[config.mk]
export PLATFORM = sky130hd
export DESIGN_NAME = pulse_param_scheduler
export DESIGN_NICKNAME = d
export VERILOG_FILES = /design/src/rtl/pulse_param_scheduler.sv
export SDC_FILE = /design/constraint.sdc
export NUM_CORES = 1
export LEC_CHECK = 0
export CAP_MARGIN = 20
export CORE_MARGIN = 4
export CORE_UTILIZATION = 55
export CTS_CLUSTER_DIAMETER = 80
export CTS_CLUSTER_SIZE = 28
export DETAILED_ROUTE_END_ITERATION = 8
export PLACE_DENSITY = 0.88
export SYNTH_ARGS = -nofsm -noshare
export SYNTH_HDL_FRONTEND = slang
export SYNTH_SLANG_ARGS = --single-unit
[constraint.sdc]
create_clock -name clk -period 16.45 [get_ports clk]
set_input_delay 4.935 -clock clk [delete_from_list [all_inputs] [get_ports clk]]
set_output_delay 4.935 -clock clk [all_outputs]
set_load 0.02 [all_outputs]
[src/rtl/pulse_param_scheduler.sv]
// Pulse parameter scheduler: queues validated {Ton, Ts, Id, repeat} sets from a host and
// applies them to a buck controller one at a time, switching sets only on pulse boundaries.
module pulse_param_scheduler #(
  parameter int unsigned DEPTH     = 4,
  parameter logic [15:0] TS_MIN    = 16'd100,
  parameter logic [15:0] DEAD_TIME = 16'd5
) (
  input  logic        clk,
  input  logic        rst_n,
  input  logic        enable,
  input  logic        clr_fault,
  input  logic        fault,
  input  logic        pulse_end,
  input  logic        cfg_valid,
  output logic        cfg_ready,
  input  logic [15:0] cfg_ton,
  input  logic [15:0] cfg_ts,
  input  logic [15:0] cfg_id,
  input  logic [15:0] cfg_repeat,
  output logic        power_start,
  output logic [15:0] Ton,
  output logic [15:0] Ts,
  output logic [15:0] Id_set,
  output logic        set_active,
  output logic [15:0] pulse_cnt,
  output logic        cfg_err,
  output logic        fault_latched
);

  localparam int unsigned PtrW = (DEPTH > 1) ? $clog2(DEPTH) : 1;
  localparam int unsigned CntW = $clog2(DEPTH + 1);
  localparam logic [PtrW-1:0] PtrMax  = PtrW'(DEPTH - 1);
  localparam logic [CntW-1:0] CntFull = CntW'(DEPTH);

  typedef enum logic [1:0] {StIdle, StRun, StStop, StFault} state_e;

  typedef struct packed {
    logic [15:0] ton;
    logic [15:0] ts;
    logic [15:0] id;
    logic [15:0] rpt;
  } set_t;

  state_e          state_q, state_d;
  set_t            mem_q [DEPTH];
  logic [PtrW-1:0] wr_ptr_q, wr_ptr_d;
  logic [PtrW-1:0] rd_ptr_q, rd_ptr_d;
  logic [CntW-1:0] count_q, count_d;

  logic [15:0] ton_q, ton_d;
  logic [15:0] ts_q, ts_d;
  logic [15:0] id_q, id_d;
  logic [15:0] rpt_q, rpt_d;
  logic [15:0] cnt_q, cnt_d;
  logic        power_start_q, set_active_q, cfg_err_q, fault_latched_q;

  set_t        head;
  set_t        in_set;
  logic [16:0] ts_ext;
  logic [16:0] ton_guard;
  logic [16:0] cnt_inc;
  logic        set_ok;
  logic        hs;
  logic        push;
  logic        pop;
  logic        flush;
  logic        set_done;

  function automatic logic [PtrW-1:0] ptr_inc(input logic [PtrW-1:0] p);
    return (p == PtrMax) ? '0 : p + 1'b1;
  endfunction

  // Set validation; both checks in 17 bits so Ton plus the dead-time margin cannot wrap.
  assign ts_ext    = {1'b0, cfg_ts};
  assign ton_guard = {1'b0, cfg_ton} + {DEAD_TIME, 1'b0};
  assign set_ok    = (ts_ext >= {1'b0, TS_MIN}) && (ton_guard < ts_ext);

  assign cfg_ready = (count_q < CntFull) && (state_q != StFault);
  assign hs        = cfg_valid && cfg_ready;
  assign flush     = (state_d == StFault);
  assign push      = hs && set_ok && !flush;
  assign in_set    = '{ton: cfg_ton, ts: cfg_ts, id: cfg_id, rpt: cfg_repeat};
  assign head      = mem_q[rd_ptr_q];

  // A set ends either on its repeat count or, for repeat=0, as soon as another set waits.
  assign cnt_inc  = {1'b0, cnt_q} + 17'd1;
  assign set_done = (rpt_q != 16'd0) ? (cnt_inc >= {1'b0, rpt_q}) : (count_q != '0);

  // Next-state, pop decision and latching of the active set.
  always_comb begin
    state_d = state_q;
    pop     = 1'b0;
    ton_d   = ton_q;
    ts_d    = ts_q;
    id_d    = id_q;
    rpt_d   = rpt_q;
    cnt_d   = cnt_q;

    if (fault) begin
      state_d = StFault;
    end else begin
      case (state_q)
        StIdle: begin
          if (enable && (count_q != '0)) begin
            pop     = 1'b1;
            state_d = StRun;
          end
        end
        StRun: begin
          if (!enable) begin
            state_d = StStop;
          end else if (pulse_end) begin
            cnt_d = (cnt_q == 16'hFFFF) ? cnt_q : cnt_q + 16'd1;
            if (set_done) begin
              if (count_q != '0) begin
                pop = 1'b1;
              end else begin
                state_d = StIdle;
              end
            end
          end
        end
        StStop: begin
          // Enable coming back does not cancel a stop; only the pulse boundary ends it.
          if (pulse_end) begin
            state_d = StIdle;
          end
        end
        StFault: begin
          if (clr_fault) begin
            state_d = StIdle;
          end
        end
        default: state_d = StIdle;
      endcase
    end

    if (pop) begin
      ton_d = head.ton;
      ts_d  = head.ts;
      id_d  = head.id;
      rpt_d = head.rpt;
      cnt_d = 16'd0;
    end
  end

  // Queue pointer and occupancy bookkeeping; a fault flushes everything.
  always_comb begin
    wr_ptr_d = wr_ptr_q;
    rd_ptr_d = rd_ptr_q;
    count_d  = count_q;
    if (flush) begin
      wr_ptr_d = '0;
      rd_ptr_d = '0;
      count_d  = '0;
    end else begin
      if (push) begin
        wr_ptr_d = ptr_inc(wr_ptr_q);
      end
      if (pop) begin
        rd_ptr_d = ptr_inc(rd_ptr_q);
      end
      case ({push, pop})
        2'b10:   count_d = count_q + 1'b1;
        2'b01:   count_d = count_q - 1'b1;
        default: count_d = count_q;
      endcase
    end
  end

  // Queue storage; contents are only meaningful below the occupancy count.
  always_ff @(posedge clk) begin
    if (push) begin
      mem_q[wr_ptr_q] <= in_set;
    end
  end

  // State, queue control and registered drive outputs.
  always_ff @(posedge clk) begin
    if (!rst_n) begin
      state_q         <= StIdle;
      wr_ptr_q        <= '0;
      rd_ptr_q        <= '0;
      count_q         <= '0;
      ton_q           <= 16'd0;
      ts_q            <= 16'd0;
      id_q            <= 16'd0;
      rpt_q           <= 16'd0;
      cnt_q           <= 16'd0;
      power_start_q   <= 1'b0;
      set_active_q    <= 1'b0;
      cfg_err_q       <= 1'b0;
      fault_latched_q <= 1'b0;
    end else begin
      state_q         <= state_d;
      wr_ptr_q        <= wr_ptr_d;
      rd_ptr_q        <= rd_ptr_d;
      count_q         <= count_d;
      ton_q           <= ton_d;
      ts_q            <= ts_d;
      id_q            <= id_d;
      rpt_q           <= rpt_d;
      cnt_q           <= cnt_d;
      power_start_q   <= (state_d == StRun) || (state_d == StStop);
      set_active_q    <= (state_d == StRun) || (state_d == StStop);
      cfg_err_q       <= hs && !set_ok;
      fault_latched_q <= (state_d == StFault);
    end
  end

  assign power_start   = power_start_q;
  assign set_active    = set_active_q;
  assign Ton           = ton_q;
  assign Ts            = ts_q;
  assign Id_set        = id_q;
  assign pulse_cnt     = cnt_q;
  assign cfg_err       = cfg_err_q;
  assign fault_latched = fault_latched_q;

endmodule

==> results.cfg, run 1 <==
[placed_design]
pre_cts_slack_ns = 6.13
io_buffers = 139
gp_congestion = 0.850
dpl.hpwl_microns = 19800

[worst_setup_path]
start_kind = input port
end_kind = flop
arrival_ns = 10.00
ff2ff_path_depth = 16
r2r-end = mem_q[2][60]
critPathMaxFanout = 33
critPathKind = input port to flop
r2r_start = pulse_cnt[4]
required_ns = 16.62
ff2ff_setup_slack_ns = 10.51

[timing]
fin_hold_ws_ns = 0.478
fin_crit_sh = 0.598
fin_ws_ns = 6.62
rsz0062_at_grt = no
finalHoldViolations = 0
period_minus_slack_ns = 9.83
fin_skew_ns = 0.0189
slew_viol_final = 0
fin_tns_setup_ns = 0
worst_slew_pin_slew_ns = 0.966
fmax_mhz = 102
setup_viol = 0
slew_headroom = 0.347

[synthesis]
synth-seq-cells = 348
yosysWarningCount = 0
synthDistinctLibCells = 56
syn_area_per_cell_sq_um = 14.8
synth_edf_count = 256
synth_simple_gate_area_frac = 0.0867
synth_adder_area_share = 0.0367
synth_top_family_by_area = multiplexers
ys_async_sr_fraction = 0
synth_mux_area_frac = 0.104
synth-compound-area-share = 0.0469
synth.cell_area_sq_um = 14200
synthCells = 956
synth_ff_type = edfxtp_1
synth-xor-area-share = 0.0266
ys_seq_area_frac = 0.672
synth_fp_nets = 1068

[outcome]
status = complete, no violations

[cts]
clkTransAtPathRegs_ns = 0.10
clockRootBuffer = clkbuf_16
clk_latency_ns = 0.52
clockBufferDepth = 3
holdBufCountCts = 0
htree_levels = 1
cts_tree = built
cts_sinks = 348
ctsResizeCount = 0
cts_buffers = 17
post_cts_buffers = 0

[routing]
drc_errors = 0
drt-initial-drc-count = 783
routed_wl_microns = 30000
postRouteAntennaNets = 0
wl_per_cell_microns = 21.1
via_per_inst = 5.86
vias = 8314
drt-pass1-iter-count = 5

[floorplan]
dieArea_sq_um = 28400
die-width_microns = 169
die_y_microns = 169
rows = 58
start_util = 0.562
core_sq_um = 25300
pin_count = 140

[global_route]
grt_first_pass_wirelength_microns = 46800
overflow = 0
grt_antenna_before_repair = 1
grt.total_usage = 0.208
grt_max_degree = 90
grt_pass1_vias = 8440

[worst_hold_path]
worstHoldEndpoint = Id_set[2]
hp-start = Id_set[2]
hp-class = flop to flop
hold_depth = 2

[cells_and_area]
fill_cells = 1761
area_growth_syn_to_layout_pct = 15.7
drive_above_1_share = 0.108
finalNetCount = 1189

[power]
leakagePower_nw = 5.46
powerDensity_nw_per_um2 = 94.9
vdd_drop_max_uv = 98.1
total_power_w = 0.00156

[run]
drv_cap = 0
## worst max-delay path: stages
cell,delay [ns]
clkdlybuf4s50_1,0.60
a21oi_1,0.18
nor4b_1,0.87
nand4_1,0.22
xnor2_1,0.17
ha_1,0.30
and3_1,0.20
a221o_1,0.34
a32o_1,0.23
or4_4,0.44
inv_2,0.13
and3_2,0.78
buf_4,0.56
## placed cells by master (no fill, tap or decap), types with 11 or more instances in the layout
cell type,count
a21oi_1,11
buf_4,11
clkbuf_16,17
clkdlybuf4s50_1,138
dfxtp_1,90
edfxtp_1,256
ha_1,40
inv_1,41
mux4_2,64
nand2_1,94
nand3_1,74
nor2_1,30
o21ai_0,71
xnor2_1,18
xor2_1,25
## per-stage QoR
step | instances | util | area, sq um
after global placement | 1387 | 0.627 | 15800
after CTS | 1417 | 0.648 | 16400
final | 1419 | 0.650 | 16400
after detailed placement | 1387 | 0.627 | 15800
after global routing | 1419 | 0.650 | 16400
after floorplan | 956 | - | 14200
## cell type report
type,instances,area (sq um),share of cell area
antenna,1,2.50,0.000153
clock buffer,24,452,0.0275
clock inverter,6,88.8,0.00541
inverter,42,158,0.00961
multi-input combinational,518,4270,0.260
sequential,348,9530,0.581
tap,330,413,0.0252
timing repair buffer,150,1490,0.0909
## layer usage
| layer | track usage | part of all wire |
|---|---|---|
| met1 | 0.271 | 0.39 |
| met2 | 0.366 | 0.52 |
| met3 | 0.0397 | 0.068 |
| met4 | 0.0505 | 0.022 |
| met5 | 0 | 0 |
## flip-flops by register name, indices dropped and copies added (netlist names)
name           count
Ts                16
count_q            3
wr_ptr_q           2
mem_q            256
pulse_cnt         16
rd_ptr_q           2
fault_latched      1
set_active         1
cfg_err            1
state_q            2
rpt_q             16
Ton               16
Id_set            16
## cells by family after synthesis
family,count (synthesis)
multiplexers,67
buffers and inverters,90
adder cells (fa/ha/maj),41
flip-flops,348
AO/OA/AOI/OAI,110
AND/OR/NAND/NOR,257
XOR/XNOR,43
## cell usage after synthesis, drive strengths merged, types with 5 or more instances
master  count  area share
a21o        5      0.0026
a21oi      12      0.0045
and3       11      0.0049
buf        20      0.0089
clkbuf     28      0.0074
dfxtp      92        0.13
edfxtp    256        0.54
ha         40       0.035
inv        42       0.011
mux4       64        0.10
nand2      94       0.025
nand3      76       0.028
nand4       9      0.0040
nor2       32      0.0092
nor3        6      0.0021
nor4        6      0.0026
o21ai      72       0.025
xnor2      18       0.011
xor2       25       0.015
## how the worst max path moves through the flow
stage / startpoint / end / slack, ns / cells past startpoint
6_report: cfg_ton[1] / mem_q[2][60] / 6.62 / 13
5_1_grt: cfg_ton[1] / mem_q[2][61] / 6.41 / 13
2_1_floorplan: cfg_ton[1] / mem_q[0][0] / 7.08 / 11
3_3_place_gp: cfg_ton[1] / mem_q[2][55] / 6.35 / 13
3_5_place_dp: cfg_ton[1] / mem_q[1][55] / 6.13 / 13
4_1_cts: cfg_ton[1] / mem_q[1][55] / 6.67 / 13
## where the power goes
part	switching, W	internal (W)	total, W
registers	0.00000610	0.000958	0.000964
logic	0.0000575	0.0000452	0.000103
clock network	0.000272	0.000218	0.000490
Note: power is estimated with default switching activity, not from simulation.
==> run 2: changes to the inputs <==
Clock period 16.45 ns to 10.3 ns, I/O delays scaled along.
==> run 2 against run 1 <==
  * Count of clock-buffer cells in the layout rose by 1
  * Cell count rose by 0.21%
  * Design area barely moved
  * First-iteration DRC count rose by 3.2%
  * Critical path depth did not move
  * Critical endpoint is now mem_q[1][39]
  * Die area did not move
  * Clock power rose by 56%
==> results.cfg, run 2 (synthesized netlist as in run 1, its figures left out) <==
[outcome]
status = complete, no violations

[floorplan]
rows = 58
dieArea_sq_um = 28400
core_sq_um = 25300
die_y_microns = 169
die-width_microns = 169
start_util = 0.562
pin_count = 140

[worst_setup_path]
arrival_ns = 7.94
crit_chain = clkdlybuf4s50_1 -> a21oi_1 -> nor4b_1 -> nand4_1 -> xnor2_1 -> ha_1 -> and3_1 -> a221o_1 -> a32o_1 -> or4_4 -> inv_2 -> and3_2 -> buf_4
max_stage_delay_ns = 0.89
r2r-end = mem_q[1][39]
ff2ff_setup_slack_ns = 4.59
end_kind = flop
start_kind = input port
slowest_stage = and3_2
required_ns = 10.51
r2r_start = pulse_cnt[4]
cp.buffers_inverters = 3
critPathKind = input port to flop
ff2ff_path_depth = 16
cp_top_family = simple AND/OR/NAND/NOR gates
critPathMaxFanout = 36

[routing]
routed_wl_microns = 30100
wl_per_cell_microns = 21.1
drt-initial-drc-count = 808
postRouteAntennaNets = 0
drc_errors = 0
vias = 8289
drt-pass1-iter-count = 5
via_per_inst = 5.83

[timing]
slew_headroom = 0.310
setup_viol = 0
fin_hold_ws_ns = 0.471
fin_skew_ns = 0.0200
slew_viol_final = 0
period_minus_slack_ns = 7.73
rsz0062_at_grt = no
worst_slew_pin_slew_ns = 1.04
fin_crit_sh = 0.750
fin_ws_ns = 2.57
fin_tns_setup_ns = 0
fmax_mhz = 129
finalHoldViolations = 0

[power]
vdd_drop_max_uv = 159
leakagePower_nw = 5.48
total_power_w = 0.00247
powerDensity_nw_per_um2 = 150

[cells_and_area]
final_cell_mix = edfxtp_1 (256), clkdlybuf4s50_1 (138), nand2_1 (94), dfxtp_1 (90), nand3_1 (74)
regMostFlops = mem_q
finalNetCount = 1193
final_core_util = 0.650
drive_above_1_share = 0.111
antenna_cells = 0
layout_commonest_cell = edfxtp_1
largest_reg_flops = 256
area_growth_syn_to_layout_pct = 15.8

[run]
drv_cap = 0

[cts]
cts_tree = built
cts_buffers = 17
clockRootBuffer = clkbuf_16
holdBufCountCts = 0
post_cts_buffers = 0
clk_latency_ns = 0.53
clockBufferDepth = 3
clkTransAtPathRegs_ns = 0.10
htree_levels = 1
cts_sinks = 348
ctsResizeCount = 0

[global_route]
overflow = 0
grt_max_degree = 90
grt_antenna_before_repair = 1
grt_first_pass_wirelength_microns = 47200
grt.total_usage = 0.211
grt_pass1_vias = 8440

[placed_design]
io_buffers = 139
gp_congestion = 0.848
pre_cts_slack_ns = 1.99
dpl.hpwl_microns = 20200

[worst_hold_path]
hp-class = flop to flop
hold_depth = 2
worstHoldEndpoint = Ts[0]
hp-start = Ts[0]
run 2: cell count changes in the layout (fill, tap and decap cells not counted):
| cell | before | now |
|---|---|---|
| diode_2 | 1 | 0 |
| bufinv_16 | 1 | 0 |
| buf_4 | 11 | 15 |
| clkinv_2 | 1 | 0 |
| clkinv_4 | 0 | 1 |
| clkbuf_8 | 0 | 1 |
run 2: layer usage:
layer | global-route usage | vias up | part of all wire
met5 | 0 | - | 0.00040
met4 | 0.0596 | 2 | 0.026
met3 | 0.0378 | 61 | 0.058
met2 | 0.364 | 276 | 0.51
met1 | 0.278 | 4125 | 0.40
li1 | - | 3825 | -
run 2: worst max-delay path by stage:
stage                    start      endpoint  cells past startpoint
floorplan           cfg_ton[1]   mem_q[0][0]                     11
global placement    cfg_ton[1]  mem_q[1][45]                     13
detailed placement  cfg_ton[1]  mem_q[1][38]                     13
CTS                 cfg_ton[1]  mem_q[1][45]                     13
global route        cfg_ton[1]  mem_q[1][45]                     13
finish              cfg_ton[1]  mem_q[1][39]                     13
run 2: area by class of cell:
| cell class | instances | area [sq um] |
|---|---|---|
| sequential | 348 | 9530 |
| fill | 1771 | 8830 |
| timing repair buffer | 154 | 1520 |
| tap | 330 | 413 |
| clock inverter | 5 | 62.6 |
| multi-input combinational | 518 | 4270 |
| clock buffer | 25 | 465 |
| inverter | 42 | 158 |
run 2: tightest hold or removal path: cells and delay by family, from the launching register on:
family | cells | cell delay (ns)
flops | 1 | 0.32
compound gates | 1 | 0.06
simple gates | 1 | 0.05
run 2: power breakdown:
part           total, W  switching (W)  internal, W  leakage [nW]
clock network  0.000763       0.000432     0.000331         0.255
registers       0.00154      0.0000100      0.00153          3.06
logic          0.000164      0.0000918    0.0000726          2.16
run 2: metrics by stage:
| step | cells | area (sq um) |
|---|---|---|
| global placement | 1391 | 15900 |
| finish | 1422 | 16400 |
| CTS | 1421 | 16400 |
| floorplan | 956 | 14200 |
| detailed placement | 1391 | 15900 |
| global route | 1422 | 16400 |
==> run 3: changes to the inputs <==
Settings changed: CORE_UTILIZATION 55 to 51, PLACE_DENSITY 0.88 to 0.86.
Clock period 10.3 ns to 6.8 ns, I/O delays scaled along.
==> run 3 against run 2 <==
  * Core utilization fell by 4.4 points
  * Critical path type unchanged
  * Combinational power rose by 49%
  * Critical path depth rose by 6
  * Non-clock buffer count rose by 3
  * Design area rose by 0.40%
  * Sequential power rose by 51%
  * Cell count rose by 3.2%
  * Flip-flop and latch count did not move
  * Die area rose by 7.5%
  * Largest cell class unchanged
  * First-iteration DRC count fell by 9.4%
==> results.cfg, run 3 (synthesized netlist as in run 1, its figures left out) <==
[outcome]
status = complete, no violations

[cts]
htree_levels = 1
cts_sinks = 348
clockRootBuffer = clkbuf_16
cts_buffers = 17
ctsResizeCount = 0
post_cts_buffers = 0
cts_tree = built
clkTransAtPathRegs_ns = 0.11
holdBufCountCts = 0
clockBufferDepth = 3
clk_latency_ns = 0.52

[placed_design]
dpl.hpwl_microns = 19200
dp_cells = 1437
gp_congestion = 0.849
io_buffers = 139

[timing]
worst_slew_pin_slew_ns = 0.958
slew_viol_final = 0
period_minus_slack_ns = 6.08
fin_crit_sh = 0.894
fin_skew_ns = 0.0186
setup_viol = 0
fin_hold_ws_ns = 0.476
rsz0062_at_grt = no
slew_headroom = 0.361
fmax_mhz = 165
fin_tns_setup_ns = 0
finalHoldViolations = 0

[floorplan]
pin_count = 140
die-width_microns = 175
start_util = 0.522
dieArea_sq_um = 30500
rows = 60
die_y_microns = 175
core_sq_um = 27200

[cells_and_area]
area_growth_syn_to_layout_pct = 16.3
final_cell_mix = edfxtp_1 (256), clkdlybuf4s50_1 (138), nand2_1 (94), dfxtp_1 (90), nand3_1 (74)
regMostFlops = mem_q
layout_commonest_cell = edfxtp_1
largest_reg_flops = 256
drive_above_1_share = 0.113
antenna_cells = 0
final_cells = 1467
fill_cells = 2072
finalNetCount = 1196

[global_route]
overflow = 0
grt_pass1_vias = 8227
grt_first_pass_wirelength_microns = 44700
grt_antenna_before_repair = 0
grt_max_degree = 99
grt.total_usage = 0.184

[worst_setup_path]
slowest_stage = clkdlybuf4s50_1
ff2ff_path_depth = 21
required_ns = 7.25
max_stage_delay_ns = 0.61
start_kind = input port
end_kind = flop
ff2ff_setup_slack_ns = 1.42
critPathMaxFanout = 7
r2r_start = pulse_cnt[0]
r2r-end = count_q[2]
cp.buffers_inverters = 4
cp_top_family = simple AND/OR/NAND/NOR gates
crit_chain = clkdlybuf4s50_1 -> a21oi_1 -> nor4b_1 -> buf_4 -> nand4_1 -> xnor2_1 -> ha_1 -> and3_1 -> a221o_1 -> a32o_1 -> or4_4 -> nor2_1 -> inv_1 -> ha_1 -> inv_1 -> fa_1 -> xor2_1 -> or3_1 -> a21oi_1
critPathKind = input port to flop
arrival_ns = 6.53

[power]
swShare = 0.216
leakagePower_nw = 5.48
p_clk_frac = 0.308
vdd_drop_max_uv = 196
p_int_w = 0.00292
combPwrFrac = 0.066
powerDensity_nw_per_um2 = 226
p_switching_w = 0.000805
power_frac_seq = 0.626

[worst_hold_path]
hold_depth = 2
hp-class = flop to flop
worstHoldEndpoint = Id_set[4]
hp-start = Id_set[4]

[routing]
drt-initial-drc-count = 732
drc_errors = 0
postRouteAntennaNets = 0
wl_per_cell_microns = 19.6
via_per_inst = 5.57
vias = 8174
routed_wl_microns = 28800
drt-pass1-iter-count = 5

[run]
drv_cap = 0
## run 3: worst max path at each step
stage                           from     endpoint  slack [ns]  depth (start not counted)
after floorplan           cfg_ton[1]  mem_q[0][0]        0.32                         11
after global placement    cfg_ton[1]   count_q[2]        0.42                         19
after detailed placement  cfg_ton[1]   count_q[2]        0.26                         19
after CTS                 cfg_ton[1]   count_q[2]        0.78                         19
after global routing      cfg_ton[1]   count_q[2]        0.50                         19
final                     cfg_ton[1]   count_q[2]        0.72                         19
## run 3: per-layer routing
metal / global-route usage / vias to the layer above / wire [microns]
met1: 0.242 / 4082 / 11900
met4: 0.0412 / 0 / 490
met2: 0.328 / 214 / 14900
met5: 0 / - / 0
met3: 0.0273 / 37 / 1580
li1: - / 3841 / -
## run 3: stage by stage
step                      instance area, sq um  utilization  setup slack [ns]  total power [W]
final                                    16500        0.607             0.722          0.00372
after floorplan                          14200            -             0.322          0.00251
after CTS                                16500        0.607             0.785          0.00374
after global routing                     16500        0.607             0.499          0.00386
after detailed placement                 16000        0.588             0.256          0.00262
after global placement                   16000        0.588             0.417          0.00261
## run 3: final cells by class
| cell class | count | area, sq um | area share |
|---|---|---|---|
| inverter | 42 | 158 | 0.00956 |
| timing repair buffer | 157 | 1550 | 0.0940 |
| clock inverter | 6 | 61.3 | 0.00372 |
| multi-input combinational | 518 | 4270 | 0.259 |
| sequential | 348 | 9530 | 0.578 |
| clock buffer | 24 | 452 | 0.0274 |
| tap | 372 | 465 | 0.0282 |
## run 3: power groups by stage
| stage | logic (W) | registers [W] | clock network [W] |
|---|---|---|---|
| after floorplan | 0.000123 | 0.00238 | 0 |
| final | 0.000245 | 0.00233 | 0.00115 |
| after global routing | 0.000266 | 0.00233 | 0.00126 |
| after global placement | 0.000236 | 0.00238 | 0 |
| after detailed placement | 0.000244 | 0.00238 | 0 |
| after CTS | 0.000246 | 0.00233 | 0.00117 |
## run 3: worst min-delay path, cell delays in order, from the launching register on
cell and delay [ns]:
dfxtp_1 0.32, nand3_1 0.05, o21ai_0 0.06
